**config.mk**
```make
export PLATFORM = sky130hd
export DESIGN_NAME = uart_fifo_wr_arb
export DESIGN_NICKNAME = d
export VERILOG_FILES = /design/src/rtl/uart_pkg.sv /design/src/rtl/uart_rr_picker.sv /design/src/rtl/uart_fifo_wr_arb.sv
export SDC_FILE = /design/constraint.sdc
export NUM_CORES = 1
export LEC_CHECK = 0
export BUFFER_PORTS_ARGS = -buffer_cell sky130_fd_sc_hd__buf_2
export CORE_MARGIN = 10
export CORE_UTILIZATION = 50
export CTS_CLUSTER_DIAMETER = 150
export DETAILED_ROUTE_END_ITERATION = 6
export PLACE_DENSITY = 0.81
export SYNTH_ARGS = -nofsm -noshare
export SYNTH_HDL_FRONTEND = slang
export SYNTH_SLANG_ARGS = --single-unit
export TNS_END_PERCENT = 5
```
**constraint.sdc**
```tcl
create_clock -name i_clk -period 4 [get_ports i_clk]
set_input_delay 0.8 -clock i_clk [delete_from_list [all_inputs] [get_ports i_clk]]
set_output_delay 0.8 -clock i_clk [all_outputs]
set_load 0.05 [all_outputs]
```
**src/rtl/uart_pkg.sv**
```systemverilog
// rtl/uart_pkg.sv - shared types and constants for the UART TX path
package uart_pkg;

  typedef enum logic [0:0] {
    ARB_IDLE   = 1'b0,
    ARB_LOCKED = 1'b1
  } uart_arb_state_t;

  localparam int UART_ARB_TIMEOUT_DEF = 1024;

endpackage

```
**src/rtl/uart_rr_picker.sv**
```systemverilog
// rtl/uart_rr_picker.sv - combinational round-robin picker: first set request at or after ptr
module uart_rr_picker #(
  parameter int NUM_REQ = 4,
  parameter int IW      = $clog2(NUM_REQ)
) (
  input  logic [NUM_REQ-1:0] i_req,
  input  logic [IW-1:0]      i_ptr,
  output logic [IW-1:0]      o_win,
  output logic               o_any
);

  logic [IW-1:0] idx;

  // Scan offsets from farthest to nearest so the nearest set request wins.
  always_comb begin
    o_win = i_ptr;
    o_any = |i_req;
    idx   = '0;
    for (int k = NUM_REQ - 1; k >= 0; k--) begin
      idx = IW'((int'(i_ptr) + k) % NUM_REQ);
      if (i_req[idx]) begin
        o_win = idx;
      end
    end
  end

endmodule

```
**src/rtl/uart_fifo_wr_arb.sv**
```systemverilog
// rtl/uart_fifo_wr_arb.sv - packet-atomic round-robin arbiter for the UART TX FIFO write port
module uart_fifo_wr_arb
  import uart_pkg::*;
#(
  parameter int NUM_REQ        = 4,
  parameter int FIFO_DW        = 8,
  parameter int USED_WIDTH     = 3,
  parameter int TIMEOUT_CYCLES = UART_ARB_TIMEOUT_DEF
) (
  input  logic                         i_clk,
  input  logic                         i_rst,
  input  logic [NUM_REQ-1:0]           i_req_valid,
  input  logic [NUM_REQ*FIFO_DW-1:0]   i_req_data,
  input  logic [NUM_REQ-1:0]           i_req_last,
  output logic [NUM_REQ-1:0]           o_req_ready,
  input  logic [USED_WIDTH-1:0]        i_fifo_free,
  output logic                         o_fifo_wr,
  output logic [FIFO_DW-1:0]           o_fifo_data,
  output logic                         o_busy,
  output logic [$clog2(NUM_REQ)-1:0]   o_owner,
  output logic                         o_timeout
);

  localparam int            IW       = $clog2(NUM_REQ);
  localparam int            CW       = $clog2(TIMEOUT_CYCLES + 1);
  localparam logic [IW-1:0] LAST_IDX = IW'(NUM_REQ - 1);
  localparam logic [CW-1:0] CNT_MAX  = CW'(TIMEOUT_CYCLES - 1);

  uart_arb_state_t    state_q, state_d;
  logic [IW-1:0]      rr_ptr_q, rr_ptr_d;
  logic [IW-1:0]      owner_q, owner_d;
  logic [CW-1:0]      cnt_q, cnt_d;
  logic               wr_q, wr_d;
  logic [FIFO_DW-1:0] data_q, data_d;
  logic               busy_q, busy_d;
  logic               timeout_q, timeout_d;

  logic [IW-1:0]      pick_idx;
  logic               pick_any;
  logic [IW-1:0]      next_ptr;
  logic               credit_ok;
  logic               own_valid;
  logic               own_last;
  logic [FIFO_DW-1:0] own_data;
  logic               accept;

  uart_rr_picker #(
    .NUM_REQ (NUM_REQ),
    .IW      (IW)
  ) u_picker (
    .i_req (i_req_valid),
    .i_ptr (rr_ptr_q),
    .o_win (pick_idx),
    .o_any (pick_any)
  );

  // The registered write is not yet reflected in i_fifo_free, so reserve one entry for it.
  assign credit_ok = i_fifo_free > USED_WIDTH'(wr_q);
  assign own_valid = i_req_valid[owner_q];
  assign own_last  = i_req_last[owner_q];
  assign own_data  = i_req_data[int'(owner_q) * FIFO_DW +: FIFO_DW];
  assign accept    = (state_q == ARB_LOCKED) && own_valid && credit_ok && !i_rst;
  assign next_ptr  = (owner_q == LAST_IDX) ? '0 : owner_q + 1'b1;

  always_ff @(posedge i_clk) begin
    if (i_rst) begin
      state_q   <= ARB_IDLE;
      rr_ptr_q  <= '0;
      owner_q   <= '0;
      cnt_q     <= '0;
      wr_q      <= 1'b0;
      data_q    <= '0;
      busy_q    <= 1'b0;
      timeout_q <= 1'b0;
    end else begin
      state_q   <= state_d;
      rr_ptr_q  <= rr_ptr_d;
      owner_q   <= owner_d;
      cnt_q     <= cnt_d;
      wr_q      <= wr_d;
      data_q    <= data_d;
      busy_q    <= busy_d;
      timeout_q <= timeout_d;
    end
  end

  always_comb begin
    state_d   = state_q;
    rr_ptr_d  = rr_ptr_q;
    owner_d   = owner_q;
    cnt_d     = cnt_q;
    timeout_d = 1'b0;
    case (state_q)
      ARB_IDLE: begin
        if (pick_any) begin
          owner_d = pick_idx;
          cnt_d   = '0;
          state_d = ARB_LOCKED;
        end
      end
      ARB_LOCKED: begin
        if (accept) begin
          cnt_d = '0;
          if (own_last) begin
            state_d  = ARB_IDLE;
            rr_ptr_d = next_ptr;
          end
        end else if (!own_valid) begin
          // Only an absent owner ages the lock; credit stalls hold the count.
          if (cnt_q == CNT_MAX) begin
            cnt_d     = '0;
            state_d   = ARB_IDLE;
            rr_ptr_d  = next_ptr;
            timeout_d = 1'b1;
          end else begin
            cnt_d = cnt_q + 1'b1;
          end
        end
      end
      default: state_d = ARB_IDLE;
    endcase
  end

  always_comb begin
    o_req_ready = '0;
    wr_d        = accept;
    data_d      = accept ? own_data : data_q;
    busy_d      = (state_d == ARB_LOCKED);
    if (!i_rst && state_q == ARB_LOCKED && credit_ok) begin
      o_req_ready[owner_q] = 1'b1;
    end
  end

  assign o_fifo_wr   = wr_q;
  assign o_fifo_data = data_q;
  assign o_busy      = busy_q;
  assign o_owner     = owner_q;
  assign o_timeout   = timeout_q;

endmodule

```
==> results of run 1 <==
==> report_power, final <==
group          total (W)  switching (W)  internal [W]
combinational   0.000143      0.0000811     0.0000624
clock           0.000134      0.0000784     0.0000557
sequential      0.000283      0.0000151      0.000268
total           0.000560       0.000175      0.000386
==> Yosys cell counts (all sizes together), types with 4 or more instances <==
master,n
nor2,19
mux2i,9
o22ai,7
ha,6
a21oi,5
and2,6
inv,11
nand3,4
nand2,11
a31oi,5
nor3,7
mux4,10
dfxtp,26
==> area by class of cell <==
cell class | count | area, um^2 | share of cell area, %
Tap cell | 44 | 55.1 | 2.79
Sequential cell | 26 | 520 | 26.4
Timing Repair Buffer | 61 | 305 | 15.5
Clock buffer | 4 | 36.3 | 1.84
Inverter | 11 | 43.8 | 2.22
Multi-Input combinational cell | 127 | 1010 | 51.3
==> kinds of logic after synthesis <==
kind of cell | Yosys count | synth area share, %
simple gates | 62 | 20.3
mux | 20 | 20.1
flops | 26 | 32.0
compound gates | 39 | 17.3
buf+inv | 16 | 5.77
fa+ha+maj | 6 | 4.61
==> worst paths after layout <==
| path | start | end | cells past startpoint | slack, ns |
|---|---|---|---|---|
| hold reg to reg | o_fifo_data[3]$_SDFFE_PP0P_ | o_fifo_data[3]$_SDFFE_PP0P_ | 2 | 0.47 |
| setup reg to reg | o_owner[1]$_SDFFE_PP0P_ | cnt_q[0]$_SDFFE_PP0P_ | 5 | 1.43 |
| hold / removal | o_fifo_data[3]$_SDFFE_PP0P_ | o_fifo_data[3]$_SDFFE_PP0P_ | 2 | 0.47 |
| setup / recovery | i_rst | o_req_ready[2] | 5 | 1.08 |
==> per-stage QoR <==
step | utilization [%] | power [W] | hold slack (ns) | setup slack [ns]
final | 64.1 | 0.000560 | 0.469 | 1.08
after global routing | 64.1 | 0.000590 | 0.507 | 0.953
after CTS | 64.1 | 0.000563 | 0.470 | 1.08
after detailed placement | 63.0 | 0.000432 | 0.451 | 1.09
after global placement | 63.0 | 0.000428 | 0.442 | 1.16
after floorplan | - | 0.000389 | 0.450 | 1.30
==> sequential cells by signal, indices dropped and copies added, names as in the netlist <==
signal       cells
cnt_q           11
o_fifo_data      8
o_owner          2
rr_ptr_q         2
o_busy           1
o_fifo_wr        1
o_timeout        1
==> worst register-to-register path: cells and delay by family (launching register included) <==
kind	cells	cell delay, ns
muxes	2	0.87
DFF	1	0.79
AOI/OAI and AO/OA	1	0.30
and+or+nand+nor	2	0.58
==> per-layer routing <==
| metal | global-route usage (%) | routed length, um |
|---|---|---|
| met5 | 0 | 0 |
| met1 | 17.7 | 1830 |
| met2 | 24.8 | 2260 |
| met4 | 2.37 | 44 |
| met3 | 4.31 | 262 |
==> results.py, run 1 <==
metrics = {
    "status": {
        "status": "complete, no violations",
    },
    "global_route": {
        "grt_first_pass_wirelength_um": 7310,
        "grt_start_max_net_pins": 21,
        "gr-total-overflow": 0,
        "track_usage_pct": 14.5,
        "antenna_found_initial": 0,
        "grt_pass1_vias": 1567,
    },
    "setup_path": {
        "cp-start-kind": "primary input",
        "crit_path_end_kind": "output pin",
        "critPathBufInv": 2,
        "cp_common_cell": "buf_2",
        "worst_path_max_delay_cell": "o21a_1",
        "crit_family": "buffers and inverters",
        "arrival_ns": 2.12,
        "slowest_delay_ns": 0.34,
        "path_cells": "buf_2 -> nor2b_1 -> o21a_1 -> and2_1 -> buf_2",
        "worstPathRequired_ns": 3.20,
        "path_max_fanout": 20,
        "crit_type": "in -> out",
    },
    "timing": {
        "min_period_over_period_pct": 72.9,
        "rsz0062_at_grt": "no",
        "fin_skew_ns": 0.00116,
        "setup_tns_ns": 0,
        "period_needed_ns": 2.92,
        "slew_headroom_pct": 43.5,
        "worst_pin_slew_ns": 0.846,
        "finalHoldViolations": 0,
        "slew_viol_final": 0,
        "fmaxAchievable_ghz": 0.343,
        "setup_violations": 0,
    },
    "synthesis": {
        "syn_nets": 220,
        "yosysWarnings": 0,
        "yosys-top-cells-area": "dfxtp_1 (32%), mux4_2 (14%), mux2i_1 (5.5%), ha_1 (4.6%), nor2_1 (3.9%)",
        "ys_seq_area_share_pct": 32.0,
        "async_reset_ff_share_pct": 0,
        "synth-seq-cells": 26,
        "synth_edf_count": 0,
        "syn-mean-instance-area_um2": 9.63,
        "synth.top_cell.area_share_pct": 32.0,
        "synth_area_um2": 1630,
        "netlist_instances": 169,
        "synth_cell_types": 50,
        "synthFlopType": "dfxtp_1",
        "synth_top_area_cell": "dfxtp_1",
    },
    "cts": {
        "post_cts_buffers": 0,
        "cts_buffers": 3,
        "cts_max_level": 1,
        "cts_resized": 0,
        "ctsHoldBuffers": 0,
        "clock_latency_ns": 0.32,
        "tritoncts": "yes",
        "cts-root-buf": "clkbuf_4",
        "path_clk_slew_ns": 0.14,
        "cts.sinks": 26,
        "cts.path.max_buffers": 2,
    },
    "final_layout": {
        "drive_gt1_share_pct": 38.0,
        "antenna_cells": 0,
        "final_area_um2": 1970,
        "layout_common_cells": "buf_2 (61), dfxtp_1 (26), nor2_1 (17)",
        "syn_to_final_growth_pct": 21.3,
        "final_common_cell": "buf_2",
        "finalNonFillerCells": 273,
        "nNetsFinal": 281,
        "nFillCells": 261,
    },
    "placed_design": {
        "placed_area_um2": 1940,
        "dp_cells": 269,
        "dp_hpwl_um": 3500,
        "routabilityCongestion": 0.890,
        "io_buffers": 61,
    },
    "die": {
        "core.rowCount": 20,
        "ios": 62,
        "dieArea_um2": 5940,
        "fp.dieH_um": 77.1,
        "core_area_um2": 3080,
        "start_util_pct": 52.9,
        "die_x_um": 77.1,
    },
    "run": {
        "cap_violations": 0,
    },
    "route": {
        "wirelength_um": 4400,
        "drc": 0,
        "viasPerCell": 5.67,
        "drtPass1Iterations": 4,
        "drt_iter0_drc": 216,
        "wire_per_inst_um": 16.1,
        "final_antenna_net_count": 0,
        "vias": 1549,
    },
    "pwr": {
        "irDropWorstVdd_uv": 226,
        "leakage_nw": 0.843,
        "p_per_area_nw_per_um2": 284,
    },
    "min_path": {
        "min-delay-path-class": "reg -> reg",
    },
}
Note: power is estimated with default switching activity, not from simulation.
==> run 2, diff against run 1 <==
--- a/config.mk
+++ b/config.mk
@@ -5,12 +5,13 @@
 export SDC_FILE = /design/constraint.sdc
 export NUM_CORES = 1
 export LEC_CHECK = 0
+export ABC_AREA = 1
 export BUFFER_PORTS_ARGS = -buffer_cell sky130_fd_sc_hd__buf_2
 export CORE_MARGIN = 10
-export CORE_UTILIZATION = 50
+export CORE_UTILIZATION = 45
 export CTS_CLUSTER_DIAMETER = 150
 export DETAILED_ROUTE_END_ITERATION = 6
-export PLACE_DENSITY = 0.81
+export PLACE_DENSITY = 0.76
 export SYNTH_ARGS = -nofsm -noshare
 export SYNTH_HDL_FRONTEND = slang
 export SYNTH_SLANG_ARGS = --single-unit
==> constraint.sdc (replaced) <==
create_clock -name i_clk -period 2.6 [get_ports i_clk]
set_input_delay 0.52 -clock i_clk [delete_from_list [all_inputs] [get_ports i_clk]]
set_output_delay 0.52 -clock i_clk [all_outputs]
set_load 0.05 [all_outputs]
==> results.py, run 2 <==
metrics = {
    "timing": {
        "fmaxAchievable_ghz": 0.447,
        "setup_tns_ns": 0,
        "worst_pin_slew_ns": 0.409,
        "setup_violations": 0,
        "rsz0062_at_grt": "no",
        "min_period_over_period_pct": 86.0,
        "slew_viol_final": 0,
        "slew_headroom_pct": 72.7,
        "period_needed_ns": 2.23,
        "finalHoldViolations": 0,
        "fin_skew_ns": 0.00350,
    },
    "placed_design": {
        "routabilityCongestion": 0.852,
        "dp_hpwl_um": 3650,
        "io_buffers": 61,
    },
    "min_path": {
        "holdCritStartpoint": "cnt_q[10]$_SDFFE_PP0P_",
        "hold_depth": 2,
        "min-delay-path-class": "reg -> reg",
        "holdPathEnd": "cnt_q[10]$_SDFFE_PP0P_",
    },
    "synthesis": {
        "netlist_instances": 284,
        "yosys-top-cells-area": "dfxtp_1 (30%), nand2_1 (14%), nor2_1 (12%), o21ai_0 (8.3%), inv_1 (6.2%)",
        "synth.top_cell.area_share_pct": 29.7,
        "synthFlopType": "dfxtp_1",
        "synth_edf_count": 0,
        "synth_common_cells": "nand2_1 (65), nor2_1 (56), inv_1 (29), o21ai_0 (29), dfxtp_1 (26)",
        "synth_top_area_cell": "dfxtp_1",
        "synth.most_common_cell": "nand2_1",
        "async_reset_ff_share_pct": 0,
        "yosysWarnings": 0,
        "syn-mean-instance-area_um2": 6.17,
        "synth-seq-cells": 26,
        "syn_nets": 335,
        "ys_seq_area_share_pct": 29.7,
        "synth_area_um2": 1750,
        "synth_cell_types": 27,
    },
    "cts": {
        "clock_latency_ns": 0.27,
        "cts.path.max_buffers": 2,
        "post_cts_buffers": 0,
        "cts.sinks": 26,
        "cts_max_level": 1,
        "cts_resized": 0,
        "cts-root-buf": "clkbuf_8",
        "path_clk_slew_ns": 0.09,
        "cts_buffers": 3,
        "ctsHoldBuffers": 0,
        "tritoncts": "yes",
    },
    "route": {
        "drc": 0,
        "wire_per_inst_um": 11.7,
        "drtPass1Iterations": 4,
        "drt_iter0_drc": 102,
        "wirelength_um": 4560,
        "final_antenna_net_count": 0,
        "viasPerCell": 4.88,
        "vias": 1897,
    },
    "global_route": {
        "grt_pass1_vias": 1823,
        "grt_first_pass_wirelength_um": 7720,
        "grt_use_met3_pct": 5.51,
        "grt.busiest_layer": "met2",
        "grt_util_met2_pct": 22.2,
        "track_usage_pct": 13.7,
        "grt_start_max_net_pins": 24,
        "gr-total-overflow": 0,
        "use_met1_pct": 16.6,
        "antenna_found_initial": 0,
    },
    "setup_path": {
        "critPathBufInv": 3,
        "arrival_ns": 1.71,
        "crit_path_end_kind": "output pin",
        "crit_type": "in -> out",
        "cp_common_cell": "buf_2",
        "crit_family": "buffers and inverters",
        "slowest_delay_ns": 0.29,
        "path_cells": "buf_2 -> inv_1 -> ha_1 -> o21ai_1 -> nand2_4 -> nor2_1 -> buf_2",
        "regToRegStartpoint": "o_owner[0]$_SDFFE_PP0P_",
        "worstPathRequired_ns": 2.08,
        "worst_path_max_delay_cell": "o21ai_1",
        "reg2reg_depth": 9,
        "path_max_fanout": 7,
        "rrSetupSlack_ns": 0.67,
        "cp-start-kind": "primary input",
        "r2r-end": "cnt_q[3]$_SDFFE_PP0P_",
    },
    "final_layout": {
        "antenna_cells": 0,
        "nFillCells": 402,
        "final_core_util_pct": 57.4,
        "syn_to_final_growth_pct": 21.8,
        "regMostFlops": "cnt_q",
        "final_common_cell": "nand2_1",
        "nNetsFinal": 393,
        "layout_common_cells": "nand2_1 (65), buf_2 (61), nor2_1 (56)",
        "drive_gt1_share_pct": 23.5,
        "largest_reg_flops": 11,
    },
    "pwr": {
        "irDropWorstVdd_uv": 233,
        "p_per_area_nw_per_um2": 471,
        "leakage_nw": 1.10,
    },
    "die": {
        "ios": 62,
        "core.rowCount": 22,
        "die_x_um": 82.4,
        "core_area_um2": 3720,
        "fp.dieH_um": 82.4,
        "dieArea_um2": 6790,
        "start_util_pct": 47.2,
    },
    "run": {
        "cap_violations": 0,
    },
    "status": {
        "status": "complete, no violations",
    },
}
## run 2: through the flow
stage / total power (W) / hold WS, ns / cell area [um^2] / std cells / worst slack [ns]
2_1_floorplan: 0.000671 / 0.417 / 1750 / 284 / 0.117
3_3_place_gp: 0.000753 / 0.428 / 2080 / 385 / 0.359
3_5_place_dp: 0.000755 / 0.437 / 2080 / 385 / 0.346
4_1_cts: 0.00102 / 0.450 / 2130 / 389 / 0.345
5_1_grt: 0.00107 / 0.479 / 2130 / 389 / 0.261
6_report: 0.00101 / 0.448 / 2130 / 389 / 0.365
## run 2: cell type report
class	instances	area, um^2	area share, %
inverter	32	120	5.63
multi-input combinational	215	1050	49.2
sequential	26	520	24.4
clock buffer	4	55.1	2.58
tap	48	60.1	2.81
timing repair buffer	64	328	15.4
## run 2: cells by family after synthesis
logic type	share of synthesized area (%)
DFF	29.7
and+or+nand+nor	37.7
adders and majority gates	4.28
buffers and inverters	10.3
AOI/OAI and AO/OA	17.0
xor gates and xnor gates	0.999
## run 2: per-layer routing
layer | up-vias | wire length (um)
met2 | 60 | 2010
met5 | - | 0
met1 | 806 | 2080
met4 | 0 | 46
li1 | 1027 | -
met3 | 4 | 426
## run 2: worst register-to-register path, stage by stage, from the launching register on
cell	delay (ns)
dfxtp_1	0.43
inv_2	0.31
nand2_1	0.09
nand3_1	0.13
nand2_2	0.11
nand2_2	0.10
nand3_4	0.19
o21ai_4	0.33
o21ai_1	0.12
nor2_1	0.09
## run 2: worst max path at each step
| stage | start | to | slack, ns | depth (start not counted) |
|---|---|---|---|---|
| 3_3_place_gp | i_fifo_free[0] | o_req_ready[0] | 0.36 | 7 |
| 5_1_grt | i_fifo_free[0] | o_req_ready[1] | 0.26 | 7 |
| 4_1_cts | i_fifo_free[0] | o_req_ready[3] | 0.34 | 7 |
| 2_1_floorplan | o_fifo_wr$_SDFF_PP0_ | o_req_ready[0] | 0.12 | 4 |
| 3_5_place_dp | i_fifo_free[0] | o_req_ready[3] | 0.35 | 7 |
| 6_report | i_fifo_free[0] | o_req_ready[3] | 0.37 | 7 |
## run 2: where the power goes
group | total (W) | internal, W | switching [W]
sequential | 0.000436 | 0.000418 | 0.0000183
clock | 0.000261 | 0.000135 | 0.000125
combinational | 0.000310 | 0.000102 | 0.000208
total | 0.00101 | 0.000655 | 0.000351
